`src/rtl/bt_cmd_parser.sv`:
```
// HC-05 ASCII command frame decoder: letter, 0-3 digits, CR/LF terminator.
// Define BT_CMD_ACK_EN to add the 'K'/'N' acknowledge byte outputs.
module bt_cmd_parser #(
   parameter int CLK_FREQ       = 50000000,
   parameter int TIMEOUT_CYCLES = 5000000,
   parameter int MAX_AZ         = 180,
   parameter int MAX_EL         = 90,
   parameter int INIT_AZ        = 90,
   parameter int INIT_EL        = 45
) (
   input  logic       clk,
   input  logic       rst_n,
   input  logic       rx_valid,
   input  logic [7:0] rx_byte,
   output logic       manual_mode,
   output logic [7:0] az_angle,
   output logic [7:0] el_angle,
   output logic       cmd_valid,
   output logic [7:0] cmd_code,
`ifdef BT_CMD_ACK_EN
   output logic       cmd_error,
   output logic       ack_valid,
   output logic [7:0] ack_byte
`else
   output logic       cmd_error
`endif
);

   // CLK_FREQ only documents TIMEOUT_CYCLES; a nonsensical value collapses the timer.
   localparam int CW = (CLK_FREQ > 0) ? $clog2(TIMEOUT_CYCLES + 1) : 1;
   localparam logic [CW-1:0] TMO_LAST = CW'(TIMEOUT_CYCLES - 1);

   typedef enum logic [1:0] {
      IDLE    = 2'd0,
      DIGITS  = 2'd1,
      DISCARD = 2'd2
   } state_t;

   state_t          state_q, state_d;
   logic [9:0]      acc_q, acc_d;
   logic [1:0]      ndig_q, ndig_d;
   logic [7:0]      let_q, let_d;
   logic [CW-1:0]   tmo_q, tmo_d;
   logic            man_q, man_d;
   logic [7:0]      az_q, az_d;
   logic [7:0]      el_q, el_d;
   logic [7:0]      code_q, code_d;
   logic            valid_q, valid_d;
   logic            err_q, err_d;

   logic is_term, is_digit, is_letter, frame_ok;

   assign is_term   = (rx_byte == 8'h0A) || (rx_byte == 8'h0D);
   assign is_digit  = (rx_byte >= 8'h30) && (rx_byte <= 8'h39);
   assign is_letter = (rx_byte == 8'h41) || (rx_byte == 8'h45) ||
                      (rx_byte == 8'h4D) || (rx_byte == 8'h55);

   always_comb begin
      frame_ok = 1'b0;
      unique case (let_q)
         8'h41:   frame_ok = (ndig_q != 2'd0) && (acc_q <= 10'(MAX_AZ));
         8'h45:   frame_ok = (ndig_q != 2'd0) && (acc_q <= 10'(MAX_EL));
         8'h4D:   frame_ok = (ndig_q == 2'd0);
         8'h55:   frame_ok = (ndig_q == 2'd0);
         default: frame_ok = 1'b0;
      endcase
   end

   always_comb begin
      state_d = state_q;
      acc_d   = acc_q;
      ndig_d  = ndig_q;
      let_d   = let_q;
      tmo_d   = tmo_q;
      man_d   = man_q;
      az_d    = az_q;
      el_d    = el_q;
      code_d  = code_q;
      valid_d = 1'b0;
      err_d   = 1'b0;
      unique case (state_q)
         IDLE: begin
            tmo_d = '0;
            if (rx_valid && !is_term) begin
               if (is_letter) begin
                  let_d   = rx_byte;
                  acc_d   = '0;
                  ndig_d  = '0;
                  state_d = DIGITS;
               end else begin
                  state_d = DISCARD;
               end
            end
         end
         DIGITS: begin
            if (rx_valid) begin
               tmo_d = '0;
               if (is_digit && ndig_q != 2'd3) begin
                  acc_d  = acc_q * 10'd10 + {6'd0, rx_byte[3:0]};
                  ndig_d = ndig_q + 2'd1;
               end else if (is_term) begin
                  state_d = IDLE;
                  if (frame_ok) begin
                     valid_d = 1'b1;
                     code_d  = let_q;
                     unique case (let_q)
                        8'h41:   az_d  = acc_q[7:0];
                        8'h45:   el_d  = acc_q[7:0];
                        8'h4D:   man_d = 1'b1;
                        default: man_d = 1'b0;
                     endcase
                  end else begin
                     err_d = 1'b1;
                  end
               end else begin
                  state_d = DISCARD;
               end
            end else if (tmo_q == TMO_LAST) begin
               tmo_d   = '0;
               err_d   = 1'b1;
               state_d = IDLE;
            end else begin
               tmo_d = tmo_q + CW'(1);
            end
         end
         DISCARD: begin
            if (rx_valid) begin
               tmo_d = '0;
               if (is_term) begin
                  err_d   = 1'b1;
                  state_d = IDLE;
               end
            end else if (tmo_q == TMO_LAST) begin
               tmo_d   = '0;
               err_d   = 1'b1;
               state_d = IDLE;
            end else begin
               tmo_d = tmo_q + CW'(1);
            end
         end
         default: begin
            state_d = IDLE;
            tmo_d   = '0;
         end
      endcase
   end

   always_ff @(posedge clk or negedge rst_n) begin
      if (!rst_n) begin
         state_q <= IDLE;
         acc_q   <= '0;
         ndig_q  <= '0;
         let_q   <= '0;
         tmo_q   <= '0;
         man_q   <= 1'b0;
         az_q    <= 8'(INIT_AZ);
         el_q    <= 8'(INIT_EL);
         code_q  <= '0;
         valid_q <= 1'b0;
         err_q   <= 1'b0;
      end else begin
         state_q <= state_d;
         acc_q   <= acc_d;
         ndig_q  <= ndig_d;
         let_q   <= let_d;
         tmo_q   <= tmo_d;
         man_q   <= man_d;
         az_q    <= az_d;
         el_q    <= el_d;
         code_q  <= code_d;
         valid_q <= valid_d;
         err_q   <= err_d;
      end
   end

   assign manual_mode = man_q;
   assign az_angle    = az_q;
   assign el_angle    = el_q;
   assign cmd_valid   = valid_q;
   assign cmd_code    = code_q;
   assign cmd_error   = err_q;

`ifdef BT_CMD_ACK_EN
   logic       ackv_q;
   logic [7:0] ackb_q;

   always_ff @(posedge clk or negedge rst_n) begin
      if (!rst_n) begin
         ackv_q <= 1'b0;
         ackb_q <= '0;
      end else begin
         ackv_q <= valid_d | err_d;
         if (valid_d) begin
            ackb_q <= 8'h4B;
         end else if (err_d) begin
            ackb_q <= 8'h4E;
         end
      end
   end

   assign ack_valid = ackv_q;
   assign ack_byte  = ackb_q;
`endif

endmodule
```
`config.mk`:
```
export PLATFORM = sky130hd
export DESIGN_NAME = bt_cmd_parser
export DESIGN_NICKNAME = d
export VERILOG_FILES = /design/src/rtl/bt_cmd_parser.sv
export SDC_FILE = /design/constraint.sdc
export NUM_CORES = 1
export LEC_CHECK = 0
export BUFFER_PORTS_ARGS = -buffer_cell sky130_fd_sc_hd__buf_2
export CAP_MARGIN = 40
export CORE_MARGIN = 1
export CORE_UTILIZATION = 50
export CTS_CLUSTER_DIAMETER = 120
export DETAILED_ROUTE_END_ITERATION = 8
export GPL_TIMING_DRIVEN = 0
export PLACE_DENSITY = 0.79
export SLEW_MARGIN = 20
export SYNTH_ARGS = -nofsm -noshare
export SYNTH_HDL_FRONTEND = slang
export SYNTH_SLANG_ARGS = --single-unit
export TNS_END_PERCENT = 10
```
`constraint.sdc`:
```
create_clock -name clk -period 5.2 [get_ports clk]
set_input_delay 1.04 -clock clk [delete_from_list [all_inputs] [get_ports clk]]
set_output_delay 1.04 -clock clk [all_outputs]
set_load 0.03 [all_outputs]
```
==> impl_metrics.toml, run 1 <==
[cts]
cts_buffer_depth = 2
path_clk_slew_ps = 80
clock_latency_ps = 340
cts_buffers = 9
cts_resized = 0
cts_setup_buffers = 0
clock-sinks = 72
cts_tree = "done"
clockRootBuffer = "clkbuf_8"
hold_buffers = 0
htree_levels = 3

[global_route]
antenna_found_initial = 0
grt_overflow = 0
grt_use_total_pct = 21.2
grt_pass1_wl_um = 12600
grt_pass1_vias = 2765
grt_start_max_net_pins = 55

[routing]
m1WireLength_um = 3330
avgRoutedWirePerCell_um = 14.9
wl_um = 7470
wl_met3_um = 226
top_layer_used = "met4"
drt_iter0_drc = 102
route.detailed.drc = 0
num_vias = 2733
wl_met2_um = 3770
routed_via_density = 5.44
ant_nets = 0
firstDrtPassIters = 4

[cells_and_area]
layout_commonest_cell = "dfrtp_1"
finalNonFillerCells = 502
drive_above_1_share_pct = 23.1
area_growth_pct = 15.7
mostFrequentLayoutCells = "64 x dfrtp_1, 36 x buf_2, 35 x nor2_1"
final_core_util_pct = 59.7
nets = 432
num_antenna_cells = 0

[sta]
rsz0062_at_grt = "false"
fmax_mhz = 337
setup_violations = 0
worstMarginPinSlew_ps = 587
hold_viol_final = 0
slew_headroom_pct = 60.5
finalCritPeriodShare_pct = 57.1
skew_ps = 14.2
finalCriticalPeriod_ps = 2970
fin_tns_setup_ps = 0
drv_slew = 0

[power]
power_frac_seq_pct = 46.2
p_per_area_nw_per_um2 = 303
clkPwrFrac_pct = 41.5
power_switching_uw = 339
leakagePower_uw = 0.00206
p_int_uw = 967
switching_share_pct = 26.0
ir_worst_vdd_mv = 0.124
combPwrFrac_pct = 12.3

[placed_design]
portBuffers = 37
dp_hpwl_um = 5460
gp_congestion = 0.814
dp_cells = 486

[critical_path]
r2r_end = "acc_q[9]"
r2r_cells = 9
path_class = "reg -> reg"
r2r_slack_ps = 2230
crit_path_end_kind = "flip-flop"
cp_max_fo = 8
crit_arrival_ps = 3220
worstSetupStartpointType = "flip-flop"
r2r_start = "acc_q[1]"
cp_data_required_time_ps = 5450

[floorplan]
die_h_um = 88.3
pin_count = 38
rows = 31
die_area_um2 = 7800
initial_core_util_pct = 51.6
core_area_um2 = 7210
fp.dieW_um = 88.3

[synth]
syn-instance-count = 349
yosys_warnings = 0
synth_cell_types = 47
seq_area_frac_synth_pct = 48.6
ys_ff_latch = 72
synth_edf_count = 0
ys_async_sr_fraction_pct = 100
synthesis.nets = 383
synth_top_flop_cell = "dfrtp_1"
synth_area_um2 = 3720
avgSynthCellArea_um2 = 10.7

[hold_path]
hold_end = "cmd_code[6]"
hold_path_class = "reg -> reg"
hold_path.startpoint = "cmd_code[6]"
min_path_cells = 1

[outcome]
run_status = "completed"

[run]
cap_violations = 0
[power by group through the flow]
stage                     Sequential, uW  Clock, uW  Combinational (uW)
after floorplan                      608          0                 106
after global placement               611          0                 148
final                                604        542                 161
after detailed placement             613          0                 158
after CTS                            603        548                 160
after global routing                 607        575                 178
[per-layer routing]
layer	GRT usage, %	vias up
met4	7.77	0
met1	26.7	1365
met2	36.3	52
met3	4.01	11
li1	-	1305
met5	0	-
[worst max-delay path, cell delays in order (launching register included)]
cell     delay, ps
dfrtp_1        510
ha_1           340
ha_1           170
inv_1           60
fa_1           390
xnor2_1        310
nor3b_1        420
nand3_1        140
xnor3_1        390
o21ai_0        160
[final cells by class]
class	count	area (um2)
Buffer	5	22.5
Clock buffer	11	141
Clock inverter	5	105
Fill cell	604	2900
Inverter	16	60.1
Multi-Input combinational cell	256	1830
Sequential cell	72	1810
Tap cell	99	124
Timing Repair Buffer	38	215
[state kept, by name, indices dropped and copies added (netlist names)]
name and cells:
cmd_error 1, acc_q 10, az_angle 8, cmd_code 8, state_q 2, cmd_valid 1, ndig_q 2, let_q 8
tmo_q 23, el_angle 8, manual_mode 1
[how the worst max path moves through the flow]
stage                       end  slack (ps)  depth (start not counted)  startpoint
floorplan              acc_q[9]        2590                          8  rx_byte[1]
global placement    az_angle[7]        2280                          6  rx_byte[2]
detailed placement  az_angle[5]        2220                          6  rx_byte[2]
CTS                    acc_q[9]        2270                          9    acc_q[1]
global route           acc_q[9]        2150                          9    acc_q[1]
finish                 acc_q[9]        2230                          9    acc_q[1]
[per-stage QoR]
step	worst slack (ps)	area, um2	power, uW	hold WS, ps
after floorplan	2590	3720	714	431
after global placement	2280	4030	759	445
after detailed placement	2220	4060	771	457
after CTS	2270	4310	1310	476
after global routing	2150	4310	1360	492
final	2230	4310	1310	469
[kinds of logic (layout without fill, tap and decap cells)]
| family | count (synthesis) | in the layout | share of synthesized area, % |
|---|---|---|---|
| XOR/XNOR | 34 | 34 | 8.36 |
| buffers and inverters | 21 | 75 | 2.22 |
| AO/OA/AOI/OAI | 45 | 45 | 7.42 |
| AND/OR/NAND/NOR | 132 | 132 | 18.6 |
| flip-flops | 72 | 72 | 48.6 |
| multiplexers | 22 | 22 | 6.62 |
| adder cells (fa/ha/maj) | 23 | 23 | 8.13 |
[Yosys cell counts (2+ instances only)]
cell type  count  area [um2]
fa_1           2        40.0
xor2_1        17         149
or3_1          2        12.5
nor4_1         5        31.3
dfstp_2        8         210
dfrtp_1       64        1600
and2_1         3        18.8
a21oi_1       10        50.1
nor2_1        35         131
nor4b_1        2        17.5
a21o_1         3        22.5
o21ai_1        2        10.0
nor3b_1        4        30.0
mux2_2        21         236
o21ai_0       18        90.1
o2111ai_1      2        17.5
or2_2          4        25.0
nor2b_1        9        56.3
nand4_1        9        56.3
clkbuf_1       4        15.0
ha_1          21         263
o2bb2ai_1      2        17.5
nand3_1       15        75.1
nand2b_1       2        12.5
inv_1         16        60.1
and3_1         7        43.8
nand2_1       27         101
xnor2_1       16         140
(Power assumes the default switching activity.)
==> run 2: changes to the inputs <==
ABC_AREA = 1   (was not set)
clock period = 3.1 ns   (was 5.2 ns; I/O delays follow)
==> run 2 against run 1 <==
Sequential share of layout area fell by 4.5 points. Clock-buffer cell count did not move. Fmax rose by 22%. Sequential cell count did not move. Combinational power rose by 130%. Die area rose by 14%. Worst hold slack got worse by 260 ps. Non-clock buffer count rose by 3. Power rose by 77%.
==> impl_metrics.toml, run 2 <==
[sta]
drv_slew = 0
hold_viol_final = 0
finalCriticalPeriod_ps = 2430
fin_tns_setup_ps = 0
holdWs_ps = 209
setup_violations = 0
skew_ps = 7.25
rsz0062_at_grt = "false"
fmax_mhz = 412
worstMarginPinSlew_ps = 445
slew_headroom_pct = 70.3
finalCritPeriodShare_pct = 78.4

[cells_and_area]
nets = 597
drive_above_1_share_pct = 21.5
finalNonFillerCells = 673
area_growth_pct = 13.8
fin_area_um2 = 4830
reg_top3 = "tmo_q x23, acc_q x10"
layout_commonest_cell = "nand2_1"
top_register = "tmo_q"
num_antenna_cells = 0
mostFrequentLayoutCells = "131 x nand2_1, 64 x dfrtp_1, 54 x inv_1"
largest_reg_flops = 23
multi_input_area_um2 = 2120
regArea_um2 = 1810
nFillCells = 740

[global_route]
grt_start_max_net_pins = 41
antenna_found_initial = 0
grt_overflow = 0
grt_use_total_pct = 23.5
grt_pass1_wl_um = 16000
grt_pass1_vias = 3454

[cts]
cts_tree = "done"
htree_levels = 3
path_clk_slew_ps = 80
clock_latency_ps = 350
cts_buffer_depth = 2
hold_buffers = 0
cts_resized = 0
cts_setup_buffers = 0
clockRootBuffer = "clkbuf_8"
cts_buffers = 9
clock-sinks = 72

[power]
leakagePower_uw = 0.00239
total_power_uw = 2310
ir_worst_vdd_mv = 0.234
p_per_area_nw_per_um2 = 479

[critical_path]
cp_data_required_time_ps = 3350
startpoint = "acc_q[1]"
r2r_slack_ps = 670
cp_num_buf_inv = 2
r2r_start = "acc_q[1]"
path_class = "reg -> reg"
max_stage_delay_ps = 510
crit_arrival_ps = 2680
cp_top_family = "adder cells"
crit_chain = "ha_1, ha_1, inv_1, fa_1, xnor2_1, inv_1, nor3_1, nand3_1, nand3_1, nand2_1"
crit_path_end_kind = "flip-flop"
cp_max_fo = 8
worstSetupStartpointType = "flip-flop"
cp_slowest_cell = "dfrtp_1"
r2r_end = "acc_q[8]"
r2r_cells = 10

[floorplan]
fp.dieW_um = 94.1
core_area_um2 = 8220
initial_core_util_pct = 51.6
die_area_um2 = 8860
rows = 33
pin_count = 38
die_h_um = 94.1

[synth]
ys_ff_latch = 72
synthesis.nets = 548
yosys.area.top_type = "dfrtp_1"
netlist.area_leader.share_pct = 37.7
synth_top_flop_cell = "dfrtp_1"
syn-instance-count = 514
avgSynthCellArea_um2 = 8.25
synth.most_common_cell = "nand2_1"
ys_async_sr_fraction_pct = 100
yosys_warnings = 0
synthTopCellsByCount = "131 x nand2_1, 64 x dfrtp_1, 54 x inv_1, 44 x nor2_1, 26 x nand3_1"
synth_edf_count = 0
seq_area_frac_synth_pct = 42.7
synth_area_um2 = 4240
synth_cell_types = 42
synthTopCellsByArea = "dfrtp_1 38%, nand2_1 12%, ha_1 6.2%"

[routing]
wl_um = 9250
ant_nets = 0
avgRoutedWirePerCell_um = 13.7
route.detailed.drc = 0
drt_iter0_drc = 161
routed_via_density = 5.25
num_vias = 3532
firstDrtPassIters = 4

[placed_design]
portBuffers = 37
placed_cell_area_um2 = 4580
dp_cells = 657
dp_hpwl_um = 6910
gp_congestion = 0.876

[outcome]
run_status = "completed"

[hold_path]
hold_path_class = "in -> async"

[run]
cap_violations = 0
[run 2: cell count changes after synthesis, sizes merged, moves of 5 or more]
cell / before / now
nor2b: 9 / 0
and3: 7 / 0
xnor2: 16 / 10
buf: 1 / 6
nand3: 16 / 28
nand2: 27 / 141
inv: 16 / 64
a21oi: 10 / 15
xor2: 17 / 10
o21ai: 20 / 33
nor2: 35 / 56
mux2: 21 / 0
nor3: 1 / 14
nand4: 9 / 21
[run 2: cell type report]
| cell class | instances | area share [%] |
|---|---|---|
| Sequential cell | 72 | 37.5 |
| Multi-Input combinational cell | 369 | 43.9 |
| Inverter | 65 | 5.13 |
| Clock inverter | 5 | 2.15 |
| Clock buffer | 11 | 2.93 |
| Tap cell | 105 | 2.72 |
| Timing Repair Buffer | 38 | 4.30 |
| Buffer | 8 | 1.30 |
[run 2: logic make-up (layout without fill, tap and decap cells)]
kind of cell | count (synthesis) | count (layout) | synth area share (%)
AND/OR/NAND/NOR | 272 | 272 | 31.0
flip-flops | 72 | 72 | 42.7
AO/OA/AOI/OAI | 54 | 54 | 7.76
XOR/XNOR | 20 | 20 | 4.13
adder cells (fa/ha/maj) | 23 | 23 | 7.14
buffers and inverters | 73 | 127 | 7.31
[run 2: worst max-delay path by stage]
stage / endpoint / slack [ps] / cells past startpoint
3_5_place_dp: acc_q[8] / 670 / 10
3_3_place_gp: acc_q[8] / 740 / 10
4_1_cts: acc_q[8] / 660 / 10
6_report: acc_q[8] / 670 / 10
2_1_floorplan: acc_q[9] / 930 / 9
5_1_grt: acc_q[8] / 470 / 11
[run 2: through the flow]
stage / worst slack, ps / util [%]
2_1_floorplan: 933 / -
3_3_place_gp: 744 / 55.5
3_5_place_dp: 669 / 55.8
4_1_cts: 660 / 58.7
5_1_grt: 466 / 58.7
6_report: 670 / 58.7
[run 2: layer usage]
metal	GRT usage [%]	routed length, um	vias up
li1	-	-	1762
met5	0	0	-
met1	29.5	4220	1679
met3	5.42	358	10
met2	39.9	4520	81
met4	7.05	142	0
[run 2: report_power, final]
group	internal [uW]	switching [uW]
sequential	985	41.7
combinational	120	246
clock	557	361
==> run 3: changes to the inputs <==
ABC_AREA = 0   (was 1)
PLACE_DENSITY = 0.82   (was 0.79)
clock period = 2 ns   (was 3.1 ns; I/O delays follow)
==> run 3 against run 2 <==
The run now ends with setup timing left. Cell count is 23% lower. Power up 44%. Register-to-register slack lost 1000 ps. Sequential power increased by 53%. Via count decreased by 18%. Critical path depth fell by 2. Global-route usage shrank 0.96 points. Die area down 12%. Critical endpoint is now acc_q[9]. Largest cell class unchanged.
==> impl_metrics.toml, run 3 (same netlist as run 1, synthesis figures left out) <==
[cts]
cts_buffers = 9
clockRootBuffer = "clkbuf_8"
clock_latency_ps = 350
clock-sinks = 72
cts_buffer_depth = 2
path_clk_slew_ps = 80
cts_tree = "done"
htree_levels = 3

[floorplan]
die_area_um2 = 7800
fp.dieW_um = 88.3
rows = 31
pin_count = 38
initial_core_util_pct = 51.6
core_area_um2 = 7210
die_h_um = 88.3

[power]
p_int_uw = 2440
combPwrFrac_pct = 14.9
p_per_area_nw_per_um2 = 707
ir_worst_vdd_mv = 0.312
power_frac_seq_pct = 47.2
power_switching_uw = 903
leakagePower_uw = 0.00220
clkPwrFrac_pct = 37.9
switching_share_pct = 27.0
total_power_uw = 3340

[cells_and_area]
area_growth_pct = 26.8
num_antenna_cells = 0
nets = 451
drive_above_1_share_pct = 36.3
nFillCells = 538
top_register = "tmo_q"
finalNonFillerCells = 521
reg_top3 = "tmo_q x23, acc_q x10"
largest_reg_flops = 23
mostFrequentLayoutCells = "57 x dfrtp_1, 36 x buf_2, 34 x nor2_1"
layout_commonest_cell = "dfrtp_1"

[critical_path]
cp_max_fo = 4
crit_arrival_ps = 2610
r2r_cells = 8
path_class = "reg -> reg"
r2r_start = "acc_q[2]"
r2r_slack_ps = -330
crit_path_end_kind = "flip-flop"
crit_path_frequent_cell = "ha_1"
cp_data_required_time_ps = 2280
max_stage_delay_ps = 450
cp_slowest_cell = "dfrtp_2"
worstSetupStartpointType = "flip-flop"
r2r_end = "acc_q[9]"
startpoint = "acc_q[2]"
crit_chain = "ha_1, ha_1, a21o_1, a21oi_2, o21bai_1, a21oi_1, xnor3_1, o21ai_1"

[sta]
setup_violations = 35
drv_slew = 0
rsz0062_at_grt = "true"
hold_viol_final = 0
timing.final.ws_setup_ps = -325
finalCritPeriodShare_pct = 116
finalCriticalPeriod_ps = 2330
worstMarginPinSlew_ps = 527
slew_headroom_pct = 64.4
skew_ps = 10.7
fmax_mhz = 430

[hold_path]
min_path_cells = 3
hold_end = "acc_q[0]"
hold_path.startpoint = "rx_byte[0]"
hold_path_class = "in -> reg"

[global_route]
grt_overflow = 0
grt_pass1_vias = 2849
grt_pass1_wl_um = 13300
antenna_found_initial = 0
grt_start_max_net_pins = 45
grt_use_total_pct = 22.5

[routing]
ant_nets = 0
firstDrtPassIters = 4
routed_via_density = 5.54
route.detailed.drc = 0
avgRoutedWirePerCell_um = 16.2
wl_um = 8430
num_vias = 2888
drt_iter0_drc = 139

[placed_design]
dp_hpwl_um = 5320
gp_congestion = 0.778
portBuffers = 37
dp_cells = 486

[outcome]
run_status = "complete, but fails checks"
violations = "setup timing"

[run]
cap_violations = 0
## run 3: per-layer routing
layer	GRT usage [%]	wire, um	up-vias	part of all wire, %
met5	0	0	-	0
met4	10.6	218	0	2.6
met3	5.41	357	22	4.2
met2	36.6	4180	77	50
met1	28.3	3670	1442	44
li1	-	-	1347	-
## run 3: final cells by class
| type | instances | area [um2] | area share [%] |
|---|---|---|---|
| Clock inverter | 3 | 65.1 | 1.38 |
| Inverter | 16 | 60.1 | 1.27 |
| Sequential cell | 72 | 1820 | 38.6 |
| Clock buffer | 13 | 149 | 3.15 |
| Tap cell | 99 | 124 | 2.62 |
| Multi-Input combinational cell | 256 | 2090 | 44.3 |
| Timing Repair Buffer | 57 | 372 | 7.87 |
| Buffer | 5 | 40.0 | 0.848 |
## run 3: how the worst max path moves through the flow
stage / endpoint / slack (ps) / cells after the start
2_1_floorplan: acc_q[9] / -200 / 10
3_3_place_gp: cmd_code[4] / -440 / 9
3_5_place_dp: cmd_code[4] / -480 / 9
4_1_cts: acc_q[9] / -300 / 10
5_1_grt: acc_q[9] / -430 / 8
6_report: acc_q[9] / -330 / 8
## run 3: power groups by stage
stage | clock network [uW] | registers [uW] | logic, uW
floorplan | 0 | 1580 | 277
global placement | 0 | 1590 | 386
detailed placement | 0 | 1590 | 407
CTS | 1270 | 1570 | 461
global route | 1350 | 1580 | 544
finish | 1270 | 1580 | 497
## run 3: repair_timing
item / CTS / global route
endpoints found under the hold margin: 20 / 0
setup endpoints to repair: 41 / 62
hold buffers: 1 / 0
buffers inserted: 13 / 5
resized for setup: 44 / 28
pin swaps: 9 / 5
## run 3: critical path, delay by kind of cell (launching register included)
family / cells / cell delay [ps]
flops: 1 / 450
compound gates: 5 / 760
xor+xnor: 1 / 420
fa+ha+maj: 2 / 610
## run 3: through the flow
stage / utilization [%] / setup TNS [ps] / cell area, um2 / hold slack (ps) / setup slack [ps]
2_1_floorplan: - / -2160 / 3780 / 104 / -197
3_3_place_gp: 56.7 / -10510 / 4090 / 444 / -437
3_5_place_dp: 57.0 / -12410 / 4110 / 347 / -478
4_1_cts: 63.7 / -2030 / 4590 / 312 / -298
5_1_grt: 65.5 / -5930 / 4720 / 344 / -429
6_report: 65.5 / -3620 / 4720 / 317 / -325
